<file path="config.mk">
export PLATFORM = sky130hd
export DESIGN_NAME = adder_sequencer
export DESIGN_NICKNAME = d
export VERILOG_FILES = /design/src/rtl/adder_seq_pkg.sv /design/src/rtl/adder_sequencer_prefixadder.sv /design/src/rtl/adder_sequencer.sv
export SDC_FILE = /design/constraint.sdc
export NUM_CORES = 1
export LEC_CHECK = 0
export BUFFER_PORTS_ARGS = -buffer_cell sky130_fd_sc_hd__buf_2
export CORE_MARGIN = 2
export CORE_UTILIZATION = 54
export DETAILED_ROUTE_END_ITERATION = 8
export PLACE_DENSITY = 0.91
export SYNTH_ARGS = -nofsm -noshare
export SYNTH_HDL_FRONTEND = slang
export SYNTH_SLANG_ARGS = --single-unit
export TNS_END_PERCENT = 1
</file>
<file path="constraint.sdc">
create_clock -name clk -period 3.2 [get_ports clk]
set_input_delay 0.16 -clock clk [delete_from_list [all_inputs] [get_ports clk]]
set_output_delay 0.16 -clock clk [all_outputs]
set_load 0.01 [all_outputs]
</file>
<file path="src/rtl/adder_seq_pkg.sv">
// Shared types and constants for the byte-serial add/subtract engine.
package adder_seq_pkg;

  typedef enum logic [1:0] {
    IDLE = 2'd0,
    RUN  = 2'd1,
    DONE = 2'd2
  } addseq_state_t;

  localparam int BYTE_W = 8;
  localparam int NREQ   = 2;

endpackage

</file>
<file path="src/rtl/adder_sequencer_prefixadder.sv">
// 8-bit Kogge-Stone prefix adder: the byte datapath of adder_sequencer.
module prefixadder
  import adder_seq_pkg::*;
(
  input  logic [BYTE_W-1:0] a,
  input  logic [BYTE_W-1:0] b,
  input  logic              cin,
  output logic [BYTE_W-1:0] s,
  output logic              cout
);

  logic [BYTE_W-1:0] g0, p0, g1, p1;
  logic [BYTE_W-1:0] g2, p2, g3, p3;
  logic [BYTE_W:0]   c;

  assign g0 = a & b;
  assign p0 = a ^ b;

  always_comb begin
    g1 = g0;
    p1 = p0;
    for (int i = 1; i < BYTE_W; i++) begin
      g1[i] = g0[i] | (p0[i] & g0[i-1]);
      p1[i] = p0[i] & p0[i-1];
    end
    g2 = g1;
    p2 = p1;
    for (int i = 2; i < BYTE_W; i++) begin
      g2[i] = g1[i] | (p1[i] & g1[i-2]);
      p2[i] = p1[i] & p1[i-2];
    end
    g3 = g2;
    p3 = p2;
    for (int i = 4; i < BYTE_W; i++) begin
      g3[i] = g2[i] | (p2[i] & g2[i-4]);
      p3[i] = p2[i] & p2[i-4];
    end
  end

  // Group terms span bit 0..i, so cin folds in with one AND-OR.
  assign c    = {g3 | (p3 & {BYTE_W{cin}}), cin};
  assign s    = p0 ^ c[BYTE_W-1:0];
  assign cout = c[BYTE_W];

endmodule

</file>
<file path="src/rtl/adder_sequencer.sv">
// Round-robin shared byte-serial W-bit add/subtract engine.
// Define ADDSEQ_SUB_EN to honour req_sub; otherwise every op is an add.
module adder_sequencer
  import adder_seq_pkg::*;
#(
  parameter int NBYTES = 4
) (
  input  logic                  clk,
  input  logic                  rst_n,
  input  logic [1:0]            req_valid,
  output logic [1:0]            req_ready,
  input  logic [8*NBYTES-1:0]   req_a0,
  input  logic [8*NBYTES-1:0]   req_b0,
  input  logic [8*NBYTES-1:0]   req_a1,
  input  logic [8*NBYTES-1:0]   req_b1,
  input  logic [1:0]            req_sub,
  output logic                  rsp_valid,
  input  logic                  rsp_ready,
  output logic                  rsp_id,
  output logic [8*NBYTES-1:0]   rsp_sum,
  output logic                  rsp_cout,
  output logic                  rsp_ovf,
  output logic                  busy
);

  localparam int W  = NBYTES * BYTE_W;
  localparam int CW = (NBYTES > 1) ? $clog2(NBYTES) : 1;

  addseq_state_t     state;
  logic [CW-1:0]     cnt;
  logic [W-1:0]      a_q, b_q, sum_q;
  logic              carry, ptr, id_q;
  logic              cout_q, ovf_q;
  logic [NREQ-1:0]   grant;
  logic              sel, op_sub, accept;
  logic [BYTE_W-1:0] s_byte;
  logic              c_byte;

  // ptr holds the last requester served; a tie goes to the other one.
  always_comb begin
    grant = '0;
    unique case (req_valid)
      2'b01:   grant = 2'b01;
      2'b10:   grant = 2'b10;
      2'b11:   grant = ptr ? 2'b01 : 2'b10;
      default: grant = '0;
    endcase
  end

  assign req_ready = (state == IDLE) ? grant : '0;
  assign accept    = |(req_valid & req_ready);
  assign sel       = grant[1];

`ifdef ADDSEQ_SUB_EN
  assign op_sub = req_sub[sel];
`else
  logic unused_sub;
  assign unused_sub = ^req_sub;
  assign op_sub     = 1'b0;
`endif

  prefixadder u_add (
    .a    (a_q[BYTE_W-1:0]),
    .b    (b_q[BYTE_W-1:0]),
    .cin  (carry),
    .s    (s_byte),
    .cout (c_byte)
  );

  always_ff @(posedge clk or negedge rst_n) begin
    if (!rst_n) begin
      state  <= IDLE;
      cnt    <= '0;
      a_q    <= '0;
      b_q    <= '0;
      sum_q  <= '0;
      carry  <= 1'b0;
      ptr    <= 1'b1;
      id_q   <= 1'b0;
      cout_q <= 1'b0;
      ovf_q  <= 1'b0;
    end else begin
      unique case (state)
        IDLE: begin
          if (accept) begin
            a_q   <= sel ? req_a1 : req_a0;
            b_q   <= (sel ? req_b1 : req_b0) ^ {W{op_sub}};
            carry <= op_sub;
            id_q  <= sel;
            cnt   <= '0;
            state <= RUN;
          end
        end
        RUN: begin
          // Result fills from the top; operands drain from the bottom.
          sum_q <= (sum_q >> BYTE_W) | (W'(s_byte) << (W - BYTE_W));
          a_q   <= a_q >> BYTE_W;
          b_q   <= b_q >> BYTE_W;
          carry <= c_byte;
          if (cnt == CW'(NBYTES - 1)) begin
            cout_q <= c_byte;
            ovf_q  <= (a_q[BYTE_W-1] == b_q[BYTE_W-1]) &
                      (s_byte[BYTE_W-1] != a_q[BYTE_W-1]);
            state  <= DONE;
          end else begin
            cnt <= cnt + CW'(1);
          end
        end
        DONE: begin
          if (rsp_ready) begin
            ptr   <= id_q;
            state <= IDLE;
          end
        end
        default: state <= IDLE;
      endcase
    end
  end

  assign rsp_valid = (state == DONE);
  assign busy      = (state != IDLE);
  assign rsp_id    = id_q;
  assign rsp_sum   = sum_q;
  assign rsp_cout  = cout_q;
  assign rsp_ovf   = ovf_q;

endmodule

</file>
==> metrics.md, run 1 <==
| Metric | Value |
|---|---|
| PD cells | `1010 nW/um^2` |
| Status | `complete, but fails checks` |
| H-tree Lvls | `3` |
| Minimum clock period | `2.18 ns` |
| PortBufs | `171` |
| Antenna viol nets, final | `0` |
| Leakage | `3.35 nW` |
| Post-CTS setup buffers | `0` |
| Crit-path max FO | `60` |
| TritonCTS clock tree | `done` |
| Net Sw Frac | `40.9%` |
| Synth unique cells | `36` |
| Chip height | `101 microns` |
| Worst Path Required | `3.04 ns` |
| Largest area contributor in the netlist | `dfrtp_1` |
| Final hold slack | `-0.0177 ns` |
| Final WL | `11800 microns` |
| Slowest Stage Delay on Critical Path | `0.54 ns` |
| Largest net degree at the start of global routing | `90` |
| CP Capture Type | `output pin` |
| Worst Hold Class | `in -> async` |
| Num rows | `35` |
| Cell Chain, Critical Path | `or2_1 > o21bai_4 > buf_4 > nor2_1 > buf_2` |
| Async set-reset flop share out of synthesis | `100%` |
| Core area | `9150 sq um` |
| Gr ovfl total | `0` |
| Reg power frac | `38.8%` |
| Slew @ Worst Pin | `1.08 ns` |
| Syn Area/Cell | `10.4 sq um` |
| EDFF count, synth | `0` |
| Number of global-route vias before repair | `4027` |
| Main flop type after synthesis | `dfrtp_1` |
| Share of layout cells above drive strength 1 | `31.6%` |
| Worst Path Arrival | `2.02 ns` |
| Max Clk Rate | `458 MHz` |
| Clk_lat worst skew | `0.36 ns` |
| Syn_nets | `630` |
| Worst setup SP type | `register` |
| Number of max-cap violations | `0` |
| Vias per cell | `5.60` |
| Hold Violations, Final | `15` |
| Clk pwr share | `15.5%` |
| Setup ws final | `1.02 ns` |
| Synthesized cell area | `5060 sq um` |
| Synth Register Bits | `105` |
| Clock sinks | `105` |
| Gr usage total | `23.8%` |
| CP Class | `reg -> out` |
| Mapped Cells | `485` |
| Sum Neg Setup Slack | `0 ns` |
| Synth-to-Final Area Change | `23.1%` |
| Nets | `786` |
| Resize count post-CTS | `0` |
| Clock Skew | `0.0101 ns` |
| Initial antenna violation count | `0` |
| RSZ-0062 raised after global routing | `no` |
| Hpwl dp | `8580 microns` |
| P_sw | `2.56 mW` |
| Root buf cell | `clkbuf_8` |
| Drt first pass iters | `5` |
| Placer Congestion | `0.939` |
| Synth top area cells | `dfrtp_1 51%, mux2i_1 13%, a22oi_1 7.1%` |
| Int Power | `3.71 mW` |
| Sequential share of the synthesized area | `52.0%` |
| Starting DRT DRC Count | `250` |
| Placed Area | `5970 sq um` |
| YS warnings | `0` |
| Comb pwr share | `45.7%` |
| CTS max path bufs | `2` |
| Synth top cells by count | `104 x dfrtp_1, 87 x nand2_1, 64 x mux2i_1` |
| Inserted Diodes | `0` |
| Top cell type's share of synthesized area | `51.5%` |
| Pins Over Slew Limit | `0` |
| Failing checks | `hold timing` |
| Hold_buf cts | `1` |
| TritonCTS buffer count | `9` |
| Slowest stage cell, crit path | `buf_4` |
| Final period util | `68.3%` |
| Setup-failing EPs final | `0` |
| Most common cell in the netlist | `dfrtp_1` |
| Max VDD drop | `0.513 mV` |
| Die Footprint | `10200 sq um` |
| Via count | `4237` |
| Global-route wire length before repair | `19000 microns` |
| Starting Density | `55.3%` |
| Slew HR | `28.0%` |
| # IOs | `174` |
| WL/cell | `15.5 microns` |
| DRC violations left | `0` |
| CTS clock-pin slew for the worst setup and hold paths | `0.09 ns` |
| Final Instance Area | `6220 sq um` |
| Worst slack, placed | `1.19 ns` |
| Die width | `101 microns` |
[worst max-delay path: cells and delay by family, from the launching register on]
kind	cells	cell delay, ns
compound gates	1	0.28
buf+inv	2	0.69
flops	1	0.43
simple gates	2	0.24
[flip-flops by register name (all words and copies together), names as in the netlist]
signal	cells
rsp_cout	1
state	2
rsp_id	1
ptr	1
rsp_ovf	1
rsp_sum	32
b_q	32
a_q	32
carry	1
cnt	2
[layout by cell type (no fill, tap or decap), drive strengths merged, types with 2 or more instances in the layout]
cell type  count
xor2           6
buf          180
a21oi          3
a31oi          2
xnor2          2
o21ai         75
mux2           2
nor2           2
a22oi         48
clkbuf        11
nor2b          2
mux2i         64
ha             9
nand2b         2
dfrtp        104
a21o           5
bufinv         3
o21a           4
inv            3
nand2         87
nand3         17
[cell type report]
type                       instances  area [sq um]
clock buffer                      11           141
multi-input combinational        341          2250
timing repair buffer             181           948
tap                              111           139
clock inverter                     5           103
fill                             696          2930
sequential                       105          2630
inverter                           3          11.3
[logic make-up (layout without fill, tap and decap cells)]
group                      count (synthesis)  after routing  synth area share, %
AOI/OAI and AO/OA                        144            144                 17.7
and+or+nand+nor                          113            113                 9.25
DFF                                      105            105                 52.0
muxes                                     66             66                 13.1
buffers and inverters                     39            200                 3.91
adders and majority gates                 10             10                 2.62
xor gates and xnor gates                   8              8                 1.39
[per-stage QoR]
stage	std cells	power, mW	hold WS, ns	utilization (%)
finish	757	6.27	-0.0177	68.0
global route	757	6.79	0.0831	68.0
CTS	757	6.29	0.0360	68.0
detailed placement	740	5.31	0.386	65.2
global placement	740	5.13	0.377	65.2
floorplan	485	4.48	-0.136	-
[worst paths after layout]
path                                 start            to  slack [ns]  depth (start not counted)
worst max-delay path              state[1]  req_ready[0]        1.02                          5
worst min-delay path                 rst_n   rsp_sum[15]       -0.02                          1
worst max register to register      a_q[4]       rsp_ovf        1.16                          6
worst min register to register  rsp_sum[0]    rsp_sum[0]        0.48                          2
max in group asynchronous            rst_n        a_q[2]        2.35                          2
min in group clk                req_a0[16]       a_q[16]        0.06                          3
[per-layer routing]
metal  share of wire (%)  global-route usage (%)  vias to the layer above
met5                   0                       0                        -
met4                 2.1                    8.43                        0
met3                 4.5                    2.84                       24
met2                  51                    39.8                      149
met1                  42                    32.2                     2022
li1                    -                       -                     2042
[power by group through the flow]
stage | Clock [mW] | Combinational, mW | Sequential, mW
5_1_grt | 1.03 | 3.26 | 2.50
4_1_cts | 0.977 | 2.89 | 2.42
2_1_floorplan | 0 | 2.07 | 2.41
6_report | 0.971 | 2.87 | 2.43
3_3_place_gp | 0 | 2.71 | 2.41
3_5_place_dp | 0 | 2.87 | 2.44
Power figures use the tool's default switching activity.
==> inputs of run 2 (changes only) <==
Settings changed: CORE_UTILIZATION 54 to 46, PLACE_DENSITY 0.91 to 0.83.
Clock period 3.2 ns to 1.9 ns, I/O delays scaled along.
==> metrics.md, run 2 (synthesis results as in run 1) <==
| Metric | Value |
|---|---|
| Worst Path Required | `2.13 ns (-0.91 ns)` |
| Reg2reg start | `a_q[2]` |
| Crit-path max FO | `5 (-92%)` |
| Final hold slack | `-0.000324 ns (+0.0174 ns)` |
| Met3 wire length | `709 microns (+33%)` |
| Root buf cell | `clkbuf_8` |
| Flop-to-flop setup slack | `0.04 ns (-1.12 ns)` |
| Global-route wire length before repair | `19500 microns (+2.6%)` |
| Worst setup SP type | `register` |
| Pins Over Slew Limit | `0 (unchanged)` |
| Gr usage total | `21.0% (-2.8 points)` |
| Die width | `109 microns (+8.0%)` |
| CTS max path bufs | `2 (unchanged)` |
| Max VDD drop | `1.05 mV (+110%)` |
| Num rows | `38 (+8.6%)` |
| CP Class | `reg -> reg` |
| CP Capture Type | `register` |
| Worst Path Arrival | `2.09 ns (+0.07 ns)` |
| CP startpoint | `a_q[2]` |
| Worst Hold Class | `in -> reg` |
| Number of max-cap violations | `0 (unchanged)` |
| Share of layout cells above drive strength 1 | `32.6% (+0.99 points)` |
| Synth-to-Final Area Change | `24.7%` |
| Leakage | `3.38 nW (+0.91%)` |
| Minimum clock period | `1.86 ns` |
| DRC violations left | `0 (unchanged)` |
| Core area | `10800 sq um (+18%)` |
| Filler instances | `897 (+29%)` |
| Slew @ Worst Pin | `0.606 ns (-0.474 ns)` |
| Starting DRT DRC Count | `420 (+68%)` |
| Final WL | `12400 microns (+5.6%)` |
| Inserted Diodes | `0 (unchanged)` |
| FF-to-FF path depth | `6 (unchanged)` |
| Via count | `4300 (+1.5%)` |
| Drt first pass iters | `5 (unchanged)` |
| Number of global-route vias before repair | `3974 (-1.3%)` |
| Total power | `10.4 mW (+66%)` |
| Setup-failing EPs final | `0 (unchanged)` |
| PortBufs | `171 (unchanged)` |
| Hpwl dp | `9000 microns (+4.9%)` |
| Most frequent cells in the layout | `170 x buf_2, 104 x dfrtp_1, 87 x nand2_1, 64 x mux2i_1, 54 x o21ai_0` |
| Status | `complete, but fails checks` |
| Clk_lat worst skew | `0.36 ns (about the same)` |
| Met2 wire length | `6210 microns (+3.2%)` |
| Die Footprint | `11800 sq um (+17%)` |
| Clock Skew | `0.0107 ns (+0.000524 ns)` |
| Hold Violations, Final | `1 (-14)` |
| Starting Density | `46.9% (-8.4 points)` |
| Max Clk Rate | `538 MHz` |
| CTS clock-pin slew for the worst setup and hold paths | `0.10 ns (about the same)` |
| Vias per cell | `5.42 (-3.2%)` |
| Nets | `794 (+1.0%)` |
| Gr ovfl total | `0 (unchanged)` |
| Met1 wire length | `5250 microns (+5.6%)` |
| Failing checks | `hold timing` |
| Largest net degree at the start of global routing | `75 (-17%)` |
| Slew HR | `59.6% (+32 points)` |
| TritonCTS buffer count | `9 (unchanged)` |
| Chip height | `109 microns (+8.0%)` |
| Antenna viol nets, final | `0 (unchanged)` |
| # IOs | `174 (unchanged)` |
| Setup crit end | `rsp_sum[30]` |
| Initial antenna violation count | `0 (unchanged)` |
| R2R Path End | `rsp_sum[30]` |
| PD cells | `1660 nW/um^2 (+64%)` |
| H-tree Lvls | `3 (unchanged)` |
| Clock sinks | `105 (unchanged)` |
| TritonCTS clock tree | `done` |
| DR top layer | `met4` |
| Final period util | `97.8%` |
| WL/cell | `15.6 microns (+0.65%)` |
| Placer Congestion | `0.861 (-8.4%)` |
| Commonest non-fill, non-tap cell in the layout | `buf_2` |
## run 2: worst max-delay path, cell delays in order, from the launching register on
cell     delay [ns]
dfrtp_1        0.41
ha_1           0.34
a21o_1         0.16
a31o_2         0.27
o22ai_2        0.25
xor2_1         0.19
o21ai_0        0.09
## run 2: worst min path at each step
stage,depth (start not counted),to,startpoint,slack (ns)
3_5_place_dp,1,rsp_sum[5],rst_n,0.15
4_1_cts,3,a_q[17],req_a0[17],0.0007
2_1_floorplan,0,a_q[0],rst_n,-0.20
5_1_grt,3,a_q[15],req_a1[15],0.006
3_3_place_gp,1,rsp_sum[5],rst_n,0.13
6_report,3,a_q[17],req_a0[17],-0.0003
## run 2: repair_timing
action,in CTS,in global routing
hold buffers,2,1
hold endpoints to repair,44,1
resized for setup,1,2
setup endpoints to repair,1,3
setup buffers,0,0
## run 2: layer usage
layer	track usage, %	vias to the layer above
li1	-	2067
met1	28.1	2032
met2	35.5	180
met3	3.17	21
met4	6.59	0
met5	0	-
## run 2: where the power goes
part	total (mW)	switching, mW	leakage, nW	internal [mW]
clock	1.27	0.779	0.0904	0.489
sequential	4.09	0.745	1.32	3.35
combinational	5.08	2.95	1.97	2.13
total	10.4	4.47	3.38	5.96
## run 2: layout make-up
type | instances | area (sq um) | area share, %
Inverter | 3 | 11.3 | 0.179
Tap cell | 140 | 175 | 2.78
Multi-Input combinational cell | 341 | 2260 | 35.9
Sequential cell | 105 | 2630 | 41.7
Clock buffer | 9 | 124 | 1.96
Timing Repair Buffer | 189 | 1050 | 16.7
Clock inverter | 7 | 52.6 | 0.833
## run 2: stage by stage
stage	utilization, %	TNS [ns]	worst slack (ns)	area [sq um]	cells
2_1_floorplan	-	0	0.126	5060	485
3_3_place_gp	56.4	0	0.0732	6090	775
3_5_place_dp	56.4	-0.0377	-0.0377	6090	775
4_1_cts	58.2	0	0.0286	6280	793
5_1_grt	58.4	-0.0272	-0.0272	6300	794
6_report	58.4	0	0.0418	6300	794
==> inputs of run 3 (changes only) <==
Settings changed: ABC_AREA from default to 1, CORE_UTILIZATION 46 to 47, HOLD_SLACK_MARGIN from default to 0.08, PLACE_DENSITY 0.83 to 0.75.
==> metrics.md, run 3 <==
| Metric | Value |
|---|---|
| Status | `finished, final reports clean` |
| TritonCTS buffer count | `9 (unchanged)` |
| Main flop type after synthesis | `dfrtp_1` |
| Drt first pass iters | `6 (+1)` |
| Antenna viol nets, final | `0 (unchanged)` |
| Flop-to-flop setup slack | `0.16 ns (+0.12 ns)` |
| Number of global-route vias before repair | `6300 (+59%)` |
| Share of layout cells above drive strength 1 | `22.6% (-9.9 points)` |
| Number of max-cap violations | `0 (unchanged)` |
| Async set-reset flop share out of synthesis | `100% (unchanged)` |
| Worst setup SP type | `register` |
| Mapped Cells | `676 (+39%)` |
| # IOs | `174 (unchanged)` |
| Gr usage total | `30.5% (+9.5 points)` |
| Synth Register Bits | `105 (unchanged)` |
| Slew HR | `68.7% (+9.1 points)` |
| Post-CTS setup buffers | `0 (unchanged)` |
| Net Sw Frac | `43.3% (+0.44 points)` |
| Hpwl dp | `10700 microns (+19%)` |
| Num rows | `39 (+2.6%)` |
| Most frequent cells in the layout | `170 x buf_2, 112 x dlygate4sd3_1, 104 x dfrtp_1, 96 x nand2_1, 82 x inv_1` |
| End of the worst hold path | `a_q[16]` |
| CP startpoint | `state[0]` |
| Pins Over Slew Limit | `0 (unchanged)` |
| TritonCTS clock tree | `done` |
| Synthesized cell area | `5560 sq um (+10%)` |
| Worst Hold Class | `in -> reg` |
| Filler instances | `820 (-8.6%)` |
| Global-route wire length before repair | `31200 microns (+60%)` |
| Top cell type's share of synthesized area | `46.8% (-4.7 points)` |
| Slew @ Worst Pin | `0.469 ns (-0.136 ns)` |
| Leakage | `3.89 nW (+15%)` |
| Clk pwr share | `15.6% (+3.4 points)` |
| Minimum clock period | `1.74 ns (-0.119 ns)` |
| EDFF count, synth | `0 (unchanged)` |
| Synth top cells by count | `104 x dfrtp_1, 97 x nand2_1, 82 x inv_1` |
| Commonest non-fill, non-tap cell in the layout | `buf_2` |
| Setup-failing EPs final | `0 (unchanged)` |
| Syn Area/Cell | `8.23 sq um (-21%)` |
| Final Instance Area | `7940 sq um (+26%)` |
| Initial antenna violation count | `1 (+1)` |
| P_sw | `5.40 mW (+21%)` |
| Hold depth | `3 (unchanged)` |
| Worst Path Arrival | `1.98 ns (-0.11 ns)` |
| Max Clk Rate | `575 MHz (+6.8%)` |
| Chip height | `113 microns (+3.6%)` |
| Worst Path Required | `2.14 ns (about the same)` |
| PD cells | `1570 nW/um^2 (-5.1%)` |
| Clock Skew | `0.00932 ns (-0.00134 ns)` |
| Final period util | `91.6% (-6.2 points)` |
| Most common cell in the netlist | `dfrtp_1` |
| Core area | `11500 sq um (+6.2%)` |
| Hold_sp | `req_a0[16]` |
| Int Power | `7.07 mW (+19%)` |
| CP Class | `reg -> reg` |
| Gr ovfl total | `0 (unchanged)` |
| Placer Congestion | `0.867 (+0.66%)` |
| Crit-path max FO | `64 (+59)` |
| Die width | `113 microns (+3.6%)` |
| Placed Area | `6500 sq um (+6.7%)` |
| Final hold slack | `0.0715 ns (+0.0719 ns)` |
| Comb pwr share | `53.4% (+4.8 points)` |
| Die Footprint | `12700 sq um (+7.4%)` |
| PortBufs | `171 (unchanged)` |
| R2R Path End | `b_q[28]` |
| CTS max path bufs | `2 (unchanged)` |
| CP Capture Type | `register` |
| Clk_lat worst skew | `0.34 ns (-0.02 ns)` |
| FF-to-FF path depth | `6 (unchanged)` |
| Synth top area cells | `dfrtp_1 47%, o21ai_0 6.8%, o21bai_1 6.6%` |
| DRC violations left | `0 (unchanged)` |
| Reg2reg start | `state[0]` |
| Root buf cell | `clkbuf_16` |
| Max VDD drop | `0.986 mV (-6.4%)` |
| YS warnings | `0 (unchanged)` |
| Vias per cell | `5.79 (+6.8%)` |
| Starting DRT DRC Count | `464 (+10%)` |
| Reg power frac | `31.0% (-8.2 points)` |
| Clock sinks | `105 (unchanged)` |
| Largest net degree at the start of global routing | `67 (-11%)` |
| Sequential share of the synthesized area | `47.3% (-4.7 points)` |
| WL/cell | `17.7 microns (+13%)` |
| Starting Density | `48.5% (+1.7 points)` |
| CTS clock-pin slew for the worst setup and hold paths | `0.07 ns (-0.03 ns)` |
| RSZ-0062 raised after global routing | `no` |
| H-tree Lvls | `3 (unchanged)` |
| Synth unique cells | `32 (-11%)` |
| Nets | `1081 (+36%)` |
| Syn_nets | `821 (+30%)` |
| Synth-to-Final Area Change | `42.7%` |
| Largest area contributor in the netlist | `dfrtp_1` |
| Hold Violations, Final | `0 (-1)` |
| Sum Neg Setup Slack | `0 ns (unchanged)` |
| Via count | `6278 (+46%)` |
| Final WL | `19200 microns (+55%)` |
## run 3: changes by cell type in the layout (fill, tap and decap cells not counted), moves of 16 or more
cell           delta
dlygate4sd3_1   +109
a22oi_1          -48
inv_1            +79
nor2_1           +28
o22ai_1          +50
mux2i_1          -63
o21ai_0          +22
a21oi_1          +49
nand3_1          +16
o21bai_1         +49
## run 3: critical path, stage by stage (launching register included)
cell     delay (ns)
dfrtp_1        0.45
nor2_2         0.21
nand2_4        0.19
inv_2          0.13
buf_12         0.24
o21ai_0        0.16
o22ai_1        0.21
## run 3: cell type report
| class | count | area, sq um | share of cell area [%] |
|---|---|---|---|
| Sequential cell | 105 | 2630 | 33.1 |
| Multi-Input combinational cell | 439 | 2360 | 29.7 |
| Timing Repair Buffer | 295 | 2140 | 26.9 |
| Inverter | 86 | 323 | 4.07 |
| Clock buffer | 11 | 253 | 3.18 |
| Tap cell | 143 | 179 | 2.25 |
| Clock inverter | 5 | 61.3 | 0.772 |
| Antenna cell | 1 | 2.50 | 0.0315 |
## run 3: routing by layer
| metal | track usage (%) | up-vias | part of all wire (%) |
|---|---|---|---|
| met5 | 0 | - | 0 |
| met4 | 18.3 | 0 | 6.7 |
| met1 | 36.8 | 2896 | 37 |
| met2 | 50.6 | 431 | 47 |
| li1 | - | 2810 | - |
| met3 | 6.16 | 141 | 8.8 |
## run 3: worst max-delay path by stage
stage                              end  slack [ns]  depth (start not counted)
after detailed placement        a_q[6]        0.24                          6
after global placement          a_q[6]        0.25                          6
after floorplan            rsp_sum[31]        0.38                          8
after CTS                 req_ready[0]        0.09                          6
after global routing           rsp_ovf         0.1                          8
final                          b_q[28]        0.16                          6
## run 3: kinds of logic after synthesis
logic type                 Yosys count  synth area share (%)
buffers and inverters              132                  10.5
and+or+nand+nor                    170                  12.8
AOI/OAI and AO/OA                  255                  26.4
xor gates and xnor gates             2                 0.315
DFF                                105                  47.3
adders and majority gates           10                  2.38
muxes                                2                 0.382
## run 3: metrics by stage
step / instances / setup slack, ns / utilization, % / power (mW)
finish: 1085 / 0.160 / 69.2 / 12.5
global route: 1085 / 0.0984 / 69.2 / 13.5
CTS: 1084 / 0.0922 / 69.2 / 12.3
detailed placement: 956 / 0.239 / 56.7 / 10.2
global placement: 956 / 0.245 / 56.7 / 10.0
floorplan: 676 / 0.379 / - / 8.41
## run 3: power by group through the flow
stage	Sequential, mW	Combinational, mW	Clock (mW)
2_1_floorplan	3.93	4.48	0
3_5_place_dp	3.90	6.27	0
6_report	3.86	6.66	1.95
5_1_grt	3.98	7.44	2.06
4_1_cts	3.86	6.49	1.97
3_3_place_gp	3.87	6.14	0
## run 3: repair_timing
item	4_1_cts	5_1_grt
endpoints found under the setup margin	0	1
gates resized for setup	0	1
hold endpoints to repair	167	0
hold buffers	112	0
